[src/rtl/seg7_pkg.sv]
// Shared definitions for the seven-segment capture path: active-high glyph
// table (bit6=a .. bit0=g), blank codes and the capture FSM state type.
package seg7_pkg;

  localparam logic [6:0] SEG_HEX_0 = 7'h7E;
  localparam logic [6:0] SEG_HEX_1 = 7'h30;
  localparam logic [6:0] SEG_HEX_2 = 7'h6D;
  localparam logic [6:0] SEG_HEX_3 = 7'h79;
  localparam logic [6:0] SEG_HEX_4 = 7'h33;
  localparam logic [6:0] SEG_HEX_5 = 7'h5B;
  localparam logic [6:0] SEG_HEX_6 = 7'h5F;
  localparam logic [6:0] SEG_HEX_7 = 7'h70;
  localparam logic [6:0] SEG_HEX_8 = 7'h7F;
  localparam logic [6:0] SEG_HEX_9 = 7'h7B;
  localparam logic [6:0] SEG_HEX_A = 7'h77;
  localparam logic [6:0] SEG_HEX_B = 7'h1F;
  localparam logic [6:0] SEG_HEX_C = 7'h4E;
  localparam logic [6:0] SEG_HEX_D = 7'h3D;
  localparam logic [6:0] SEG_HEX_E = 7'h4F;
  localparam logic [6:0] SEG_HEX_F = 7'h47;

  // No segment lit (active-high glyph form)
  localparam logic [6:0] SEG_BLANK = 7'h00;

  // Fully dark bus in active-low pin form, dp included
  localparam logic [7:0] SEG_N_BLANK = 8'hFF;

  typedef enum logic [1:0] {
    ST_IDLE   = 2'd0,
    ST_SETTLE = 2'd1,
    ST_HOLD   = 2'd2
  } state_t;

endpackage

[src/rtl/seg7_pattern_lookup.sv]
// Reverse glyph lookup: active-high 7-bit abcdefg pattern to hex digit.
// o_hit is low for any pattern that is not one of the sixteen hex glyphs.
module seg7_pattern_lookup
  import seg7_pkg::*;
(
  input  logic [6:0] i_glyph,
  output logic       o_hit,
  output logic [3:0] o_hex
);

  // Exact-match table search; unknown patterns report a miss with hex 0
  always_comb begin
    o_hit = 1'b1;
    o_hex = 4'h0;
    case (i_glyph)
      SEG_HEX_0: o_hex = 4'h0;
      SEG_HEX_1: o_hex = 4'h1;
      SEG_HEX_2: o_hex = 4'h2;
      SEG_HEX_3: o_hex = 4'h3;
      SEG_HEX_4: o_hex = 4'h4;
      SEG_HEX_5: o_hex = 4'h5;
      SEG_HEX_6: o_hex = 4'h6;
      SEG_HEX_7: o_hex = 4'h7;
      SEG_HEX_8: o_hex = 4'h8;
      SEG_HEX_9: o_hex = 4'h9;
      SEG_HEX_A: o_hex = 4'hA;
      SEG_HEX_B: o_hex = 4'hB;
      SEG_HEX_C: o_hex = 4'hC;
      SEG_HEX_D: o_hex = 4'hD;
      SEG_HEX_E: o_hex = 4'hE;
      SEG_HEX_F: o_hex = 4'hF;
      default: begin
        o_hit = 1'b0;
        o_hex = 4'h0;
      end
    endcase
  end

endmodule

[src/rtl/seg7_capture_decoder.sv]
// Samples an active-low segment bus, waits for a pattern to stay steady for
// STABLE_CYCLES samples, decodes it back to hex and offers it once over a
// valid/ready handshake. Blank patterns re-arm the emitter without output.
module seg7_capture_decoder
  import seg7_pkg::*;
#(
  parameter int STABLE_CYCLES = 4
) (
  input  logic       clk,
  input  logic       reset,
  input  logic [7:0] seg_n,
  input  logic       out_ready,
  output logic       out_valid,
  output logic [3:0] hex,
  output logic       dp,
  output logic       err
);

  localparam logic [7:0] C_STABLE = 8'(STABLE_CYCLES);

  logic [7:0] r_s_q;
  logic [7:0] r_cnt;
  logic [7:0] r_last_emit;
  state_t     r_state;
  logic       r_out_valid;
  logic [3:0] r_hex;
  logic       r_dp;
  logic       r_err;

  logic [6:0] w_glyph;
  logic       w_hit;
  logic [3:0] w_hex;
  logic       w_blank;
  logic       w_stable;
  logic       w_differs;

  // dp (bit 0) is excluded from the glyph so it never influences hex/err
  assign w_glyph   = ~r_s_q[7:1];
  assign w_blank   = (w_glyph == SEG_BLANK);
  assign w_stable  = (r_cnt == C_STABLE);
  assign w_differs = (r_s_q != r_last_emit);

  seg7_pattern_lookup u_lookup (
    .i_glyph (w_glyph),
    .o_hit   (w_hit),
    .o_hex   (w_hex)
  );

  // Input sampling and stability counting; the counter keeps running in
  // every FSM state so a pattern can mature while an output is pending
  always_ff @(posedge clk or posedge reset) begin
    if (reset) begin
      r_s_q <= SEG_N_BLANK;
      r_cnt <= 8'd0;
    end else begin
      r_s_q <= seg_n;
      if (seg_n != r_s_q)
        r_cnt <= 8'd1;
      else if (r_cnt < C_STABLE)
        r_cnt <= r_cnt + 8'd1;
    end
  end

  // Capture FSM with registered outputs. IDLE applies the same acceptance
  // test as SETTLE so that a single-cycle stability window still emits one
  // edge after the counter reaches its target.
  always_ff @(posedge clk or posedge reset) begin
    if (reset) begin
      r_state     <= ST_IDLE;
      r_last_emit <= SEG_N_BLANK;
      r_out_valid <= 1'b0;
      r_hex       <= 4'h0;
      r_dp        <= 1'b0;
      r_err       <= 1'b0;
    end else begin
      case (r_state)
        ST_IDLE, ST_SETTLE: begin
          if (!w_differs) begin
            r_state <= ST_IDLE;
          end else if (w_stable) begin
            if (w_blank) begin
              r_last_emit <= SEG_N_BLANK;
              r_state     <= ST_IDLE;
            end else begin
              r_hex       <= w_hit ? w_hex : 4'h0;
              r_dp        <= ~r_s_q[0];
              r_err       <= ~w_hit;
              r_out_valid <= 1'b1;
              r_last_emit <= r_s_q;
              r_state     <= ST_HOLD;
            end
          end else begin
            r_state <= ST_SETTLE;
          end
        end
        ST_HOLD: begin
          if (out_ready) begin
            r_out_valid <= 1'b0;
            r_state     <= ST_SETTLE;
          end
        end
        default: r_state <= ST_IDLE;
      endcase
    end
  end

  assign out_valid = r_out_valid;
  assign hex       = r_hex;
  assign dp        = r_dp;
  assign err       = r_err;

endmodule

[config.mk]
export PLATFORM = sky130hd
export DESIGN_NAME = seg7_capture_decoder
export DESIGN_NICKNAME = d
export VERILOG_FILES = /design/src/rtl/seg7_pkg.sv /design/src/rtl/seg7_pattern_lookup.sv /design/src/rtl/seg7_capture_decoder.sv
export SDC_FILE = /design/constraint.sdc
export NUM_CORES = 1
export LEC_CHECK = 0
export ABC_AREA = 1
export BUFFER_PORTS_ARGS = -buffer_cell sky130_fd_sc_hd__buf_2
export CAP_MARGIN = 20
export CORE_MARGIN = 5
export CORE_UTILIZATION = 59
export CTS_BUF_LIST = sky130_fd_sc_hd__clkbuf_4 sky130_fd_sc_hd__clkbuf_8 sky130_fd_sc_hd__clkbuf_16
export DETAILED_ROUTE_END_ITERATION = 8
export GPL_ROUTABILITY_DRIVEN = 0
export PLACE_DENSITY_LB_ADDON = 0.05
export SYNTH_ARGS = -nofsm -noshare
export SYNTH_HDL_FRONTEND = slang
export SYNTH_HIERARCHICAL = 1
export SYNTH_SLANG_ARGS = --single-unit
[constraint.sdc]
create_clock -name clk -period 2 [get_ports clk]
set_input_delay 0.2 -clock clk [delete_from_list [all_inputs] [get_ports clk]]
set_output_delay 0.2 -clock clk [all_outputs]
set_load 0.005 [all_outputs]
Word level (Yosys, flattened, before mapping)
Cells that the tools add are included.
- output and inout port bits: 7
- logic and storage cells: 64
- input port bits: 11
- register bits after elaboration: 33
- bitwise operators: 4
- equal/unequal tests: 25
- mux-type cells: 16
- order comparisons: 1
- reduce and logical (&&, ||, !) cells: 9
- $add $sub $neg: 1
- operator list (operator ; count):
    $eq 7x7->1 const B ; 12
    $pmux 4 s15 ; 1
    $mux 8 ; 3
    $eq 7x6->1 const B ; 3
    $ne 8x8->1 ; 2
    $reduce_or 16->1 ; 1
    $add 8x1->8 const B ; 1
    $eq 8x3->1 const B ; 1
    $lt 8x3->1 const B ; 1
    $mux 2 ; 4
    $ne 2x2->1 const B ; 4
    $eq 7x5->1 const B ; 1
    $logic_not 7->1 ; 1
    $not 7->7 ; 1
    $mux 1 ; 5
    $reduce_and 5->1 ; 1
    $mux 4 ; 1
    $pmux 2 s2 ; 1
    $reduce_and 4->1 ; 1
    $reduce_bool 2->1 ; 2
    $not 1->1 ; 3
    $reduce_and 3->1 ; 1
    $eq 2x1->1 const B ; 1
    $eq 2x2->1 const B ; 1
    3 further kinds ; 3

Depth between registers and ports, before layout
- word-level depth: 6
- depth in mapped cells: 14
- gate-level depth less buffers: 14

By module
Netlist, hierarchy kept.
- by module, submodules not included (module ; seq. area each (um^2) ; area an instance (um^2) ; cells each ; instances):
    seg7_capture_decoder ; 845.8 ; 1614.0 ; 194 ; 1
    seg7_pattern_lookup ; 0.0 ; 346.6 ; 81 ; 1

Least setup slack after synthesis
OpenSTA, ideal clock, no wires.
- kind: register to register
- start: register r_s_q[1]
- end: register r_hex[1] (netlist: hex[1])
- slack: 0.388 ns
- setup time: 0.117 ns
- required time: 1.883 ns
- stages on the path, launching flop included: 14
- clock period less this slack: 1.612 ns
- arrival time: 1.495 ns
- path buffers: 0
- path through: dfstp_2 inv_1 nand2_1 inv_1 nand2_1 nor2_1 nor2_1 nand2_1 nor2_1 nand2_1 nand2_1 inv_1 nand4_1 nand2_1
- cells in the longest elaborated chain, start to end: 5
- elaborated cells between the ends (all ways): 25
- classes of those cells: 17 x eq/ne; 3 x mux; 2 x bitwise; 3 x reduce/logical
- RTL lines (item ; line ; RTL):
    start, declared ; seg7_capture_decoder.sv:21 ; logic [7:0] r_s_q;
    start signal, assigned ; seg7_capture_decoder.sv:56 ; r_s_q <= seg_n;
    $not 7->7 * ; seg7_capture_decoder.sv:38 ; assign w_glyph = ~r_s_q[7:1];
    net w_glyph[0] ; seg7_capture_decoder.sv:30 ; logic [6:0] w_glyph;
    $eq 7x7->1, or another cell as far along ; seg7_pattern_lookup.sv:15 ; case (i_glyph)
    $reduce_or 16->1 (no line) * ; n/a ;
    $mux 1 * ; seg7_pattern_lookup.sv:15 ;
    net w_hit ; seg7_capture_decoder.sv:31 ; logic w_hit;
    $mux 4 * ; seg7_capture_decoder.sv:85 ; r_hex <= w_hit ? w_hex : 4'h0;
    end signal, assigned ; seg7_capture_decoder.sv:85 ;
    end, declared ; seg7_capture_decoder.sv:26 ; logic [3:0] r_hex;
The timed path passes the listed nets; every way through them passes the cells marked *.
A chain may end at the register's enable or synchronous reset.

Worst setup path in the final report
- start: register r_s_q[1]
- end: register r_hex[3] (netlist: hex[3])
The elaborated chain is that of the path after synthesis.

==> run summary <==
Fraction of post-synthesis cell area in the top cell type by area: 21.70%
Area contributors post-synth: sky130_fd_sc_hd__dfrtp_1, sky130_fd_sc_hd__dfstp_2, sky130_fd_sc_hd__nand2_1
Endpoint class of the critical path: flop
Number of nets in the final layout: 328
Layout cells sized above 1: 19.62%
Standard cell area after detailed placement: 2112 um^2
Worst hold path type: in -> reg
DR vias/cell: 4.840
Total half-perimeter wirelength after legalization and detailed placement: 2832 um
TritonCTS Buffers: 5
Final-report max-slew violation count: 0
Max-cap check violation count: 0
Leading cell type by number of instances after synthesis: sky130_fd_sc_hd__nand2_1
Result of the run: completed
DR DRC count: 0
Post-route standard cell area excluding fillers: 2318 um^2
Total global-route track usage: 19.99%
Clock tree from TritonCTS: done
Finish-stage setup viols: 0
Power density cells: 541.3 nW/um^2
Leakage: 1.230 nW
Commonest register cell after synthesis: sky130_fd_sc_hd__dfrtp_1
Crit path max fanout: 5
Number of antenna violations at the first check in global routing: 0
Synthesized instance count: 275
Inst Count DP: 339
Vias in the first global route: 1525
Number of storage elements in the synthesis netlist: 33
Share of the synthesized area in compound gates (AO/OA/AOI/OAI): 3.191%
Number of standard cells in the final layout excluding fillers: 362
Final critical path time including I/O delays and setup: 1.774 ns
Root Buffer: sky130_fd_sc_hd__clkbuf_4
Total overflow reported by the global router: 0
Netlist area before placement: 1961 um^2
Most used standard cells in the synthesized netlist: sky130_fd_sc_hd__nand2_1, sky130_fd_sc_hd__inv_1, sky130_fd_sc_hd__nor2_1
Proportion of register bits with asynchronous set or reset after synthesis: 100.0%
Total core area: 3284 um^2
Yosys warnings: 6
Number of diodes added for antenna fixing: 0
Unrepaired setup endpoints after global routing: false
Starting Density: 59.70%
Clock sink count: 33
Final routed wire length divided by cell count: 11.27 um
Vias: 1752
Post-detailed-route count of antenna-violating nets: 0
Number of synthesized flops with an enable pin: 0
Netlist cell types: 24
Final clock period utilization by the worst path: 88.69%
R2R depth: 13
Global-route wire length before repair: 6748 um
Die height: 67.65 um
Num rows: 21
Final hold viol count: 0
Die width: 67.65 um
CP Class: reg -> reg
Max-slew headroom: 72.69%
Multiplexer fraction of the synthesized cell area: 0%
WP data required: 2.24 ns
Worst IR Drop VDD: 0.4094 mV
Signed area change from the synthesized netlist to the final layout: 18.25%
Fraction of the yosys area taken by sequential cells: 43.14%
Yosys top cell by area: sky130_fd_sc_hd__dfrtp_1
Sum of negative setup slack: 0 ns
Final core utilization: 70.59%
Arrival time at the worst endpoint: 2.01 ns
Mean instance size in the synthesized netlist: 7.130 um^2
Area of the die: 4576 um^2
Combinational family with the most area after synthesis: simple AND/OR/NAND/NOR gates
Maximum count of clock buffers along a single path: 2
Iter 0 DRT Violations: 161
Clock latency at the later pin of the worst-skew pair: 0.34 ns
Largest net degree at the start of global routing: 34
Synth Area in XOR/XNOR: 4.467%
Adder and majority gate portion of the synthesized area: 1.276%
H-tree levels: 2
Highest clock frequency the design can meet: 563.8 MHz
Mapped Nets: 288
Simple logic cell fraction of the synthesized area: 38.23%
Total wirelength of the detailed-routed design: 4078 um
Clock-pin slew on the worst setup and hold paths: 0.10 ns
Number of iterations in the first detailed-routing pass: 4
Count of buffers inserted at the top-level ports: 17
Worst clock skew: 0.01393 ns
Actual slew at the worst max-slew pin: 0.4097 ns
Num ports: 18
Category of the worst setup path launch point: flop
Hold Path Cell Cnt: 4
[metrics by stage]
stage	total power (W)	setup WS (ns)	hold WS, ns
after global routing	0.001323	0.01682	0.1107
final	0.001255	0.2263	0.09844
after floorplan	0.0007840	0.3880	0.2045
after global placement	0.0008190	0.1998	0.3049
after CTS	0.001252	0.1677	0.09518
after detailed placement	0.0008199	0.1838	0.3067
[logic make-up (layout without fill, tap and decap cells)]
group | count (synthesis) | in the layout
simple gates | 170 | 170
buf+inv | 48 | 89
flops | 33 | 33
compound gates | 12 | 12
xor+xnor | 10 | 10
fa+ha+maj | 2 | 2
[final timing paths]
kind	from	to	slack, ns
worst max-delay path	r_s_q[1]$_DFF_PP1_	hex[3]$_DFFE_PP0P_	0.23
worst min-delay path	out_ready	r_state[1]$_DFFE_PP0P_	0.1
worst max register to register	r_s_q[1]$_DFF_PP1_	hex[3]$_DFFE_PP0P_	0.23
worst min register to register	hex[0]$_DFFE_PP0P_	hex[0]$_DFFE_PP0P_	0.48
max in group asynchronous	reset	r_s_q[6]$_DFF_PP1_	1.18
min in group asynchronous	reset	hex[2]$_DFFE_PP0P_	0.47
[registers in the layout (all words and copies together) (netlist names)]
signal,flops
r_s_q,8
dp,1
hex,4
err,1
r_state,2
r_last_emit,8
r_cnt,8
out_valid,1
[where the power goes]
| group | leakage [nW] | internal (W) | total (W) | switching [W] |
|---|---|---|---|---|
| sequential | 0.389 | 0.000683 | 0.000694 | 0.0000102 |
| combinational | 0.802 | 0.0000581 | 0.000140 | 0.0000819 |
| clock | 0.0394 | 0.000201 | 0.000421 | 0.000221 |
| total | 1.23 | 0.000942 | 0.00126 | 0.000313 |
[layout make-up]
cell class	instances	area (um^2)
Multi-Input combinational cell	194	929.6
Fill cell	290	965.9
Tap cell	46	57.56
Clock buffer	8	66.31
Inverter	45	168.9
Sequential cell	33	845.8
Timing Repair Buffer	36	250.2
[placed cells by master (no fill, tap or decap), drive strengths merged, types with 5 or more instances in the layout]
master and count:
a21oi 6, buf 27, clkbuf 8, dfrtp 17
dfstp 16, dlygate4sd3 9, inv 44, nand2 86
nand3 17, nand4 16, nor2 46, o21ai 5
xnor2 6
[layer usage]
| layer | wire [um] | track usage (%) | up-vias | part of all wire, % |
|---|---|---|---|---|
| met5 | 0 | 0 | - | 0 |
| met1 | 2017 | 26.75 | 791 | 49 |
| met3 | 120 | 5.824 | 6 | 2.9 |
| met4 | 51 | 6.076 | 0 | 1.3 |
| met2 | 1889 | 31.23 | 24 | 46 |
| li1 | - | - | 931 | - |
[critical path, cell delays in order, from the launching register on]
cell and delay (ns):
sky130_fd_sc_hd__dfstp_2 0.57, sky130_fd_sc_hd__inv_1 0.09, sky130_fd_sc_hd__nand2_1 0.13, sky130_fd_sc_hd__inv_1 0.08, sky130_fd_sc_hd__nand2_1 0.13, sky130_fd_sc_hd__nor2_1 0.05, sky130_fd_sc_hd__nor2_1 0.08, sky130_fd_sc_hd__nand2_1 0.06
sky130_fd_sc_hd__nor2_1 0.15, sky130_fd_sc_hd__nand2_2 0.10, sky130_fd_sc_hd__nand2_1 0.06, sky130_fd_sc_hd__inv_1 0.04, sky130_fd_sc_hd__nand4_1 0.08, sky130_fd_sc_hd__nand2_1 0.06
[repair_timing]
action	in CTS	in global routing
hold buffers	9	0
endpoints found under the hold margin	25	0
setup endpoints to repair	0	4
setup buffers	0	6
gates resized for setup	0	2
Power figures use the tool's default switching activity.
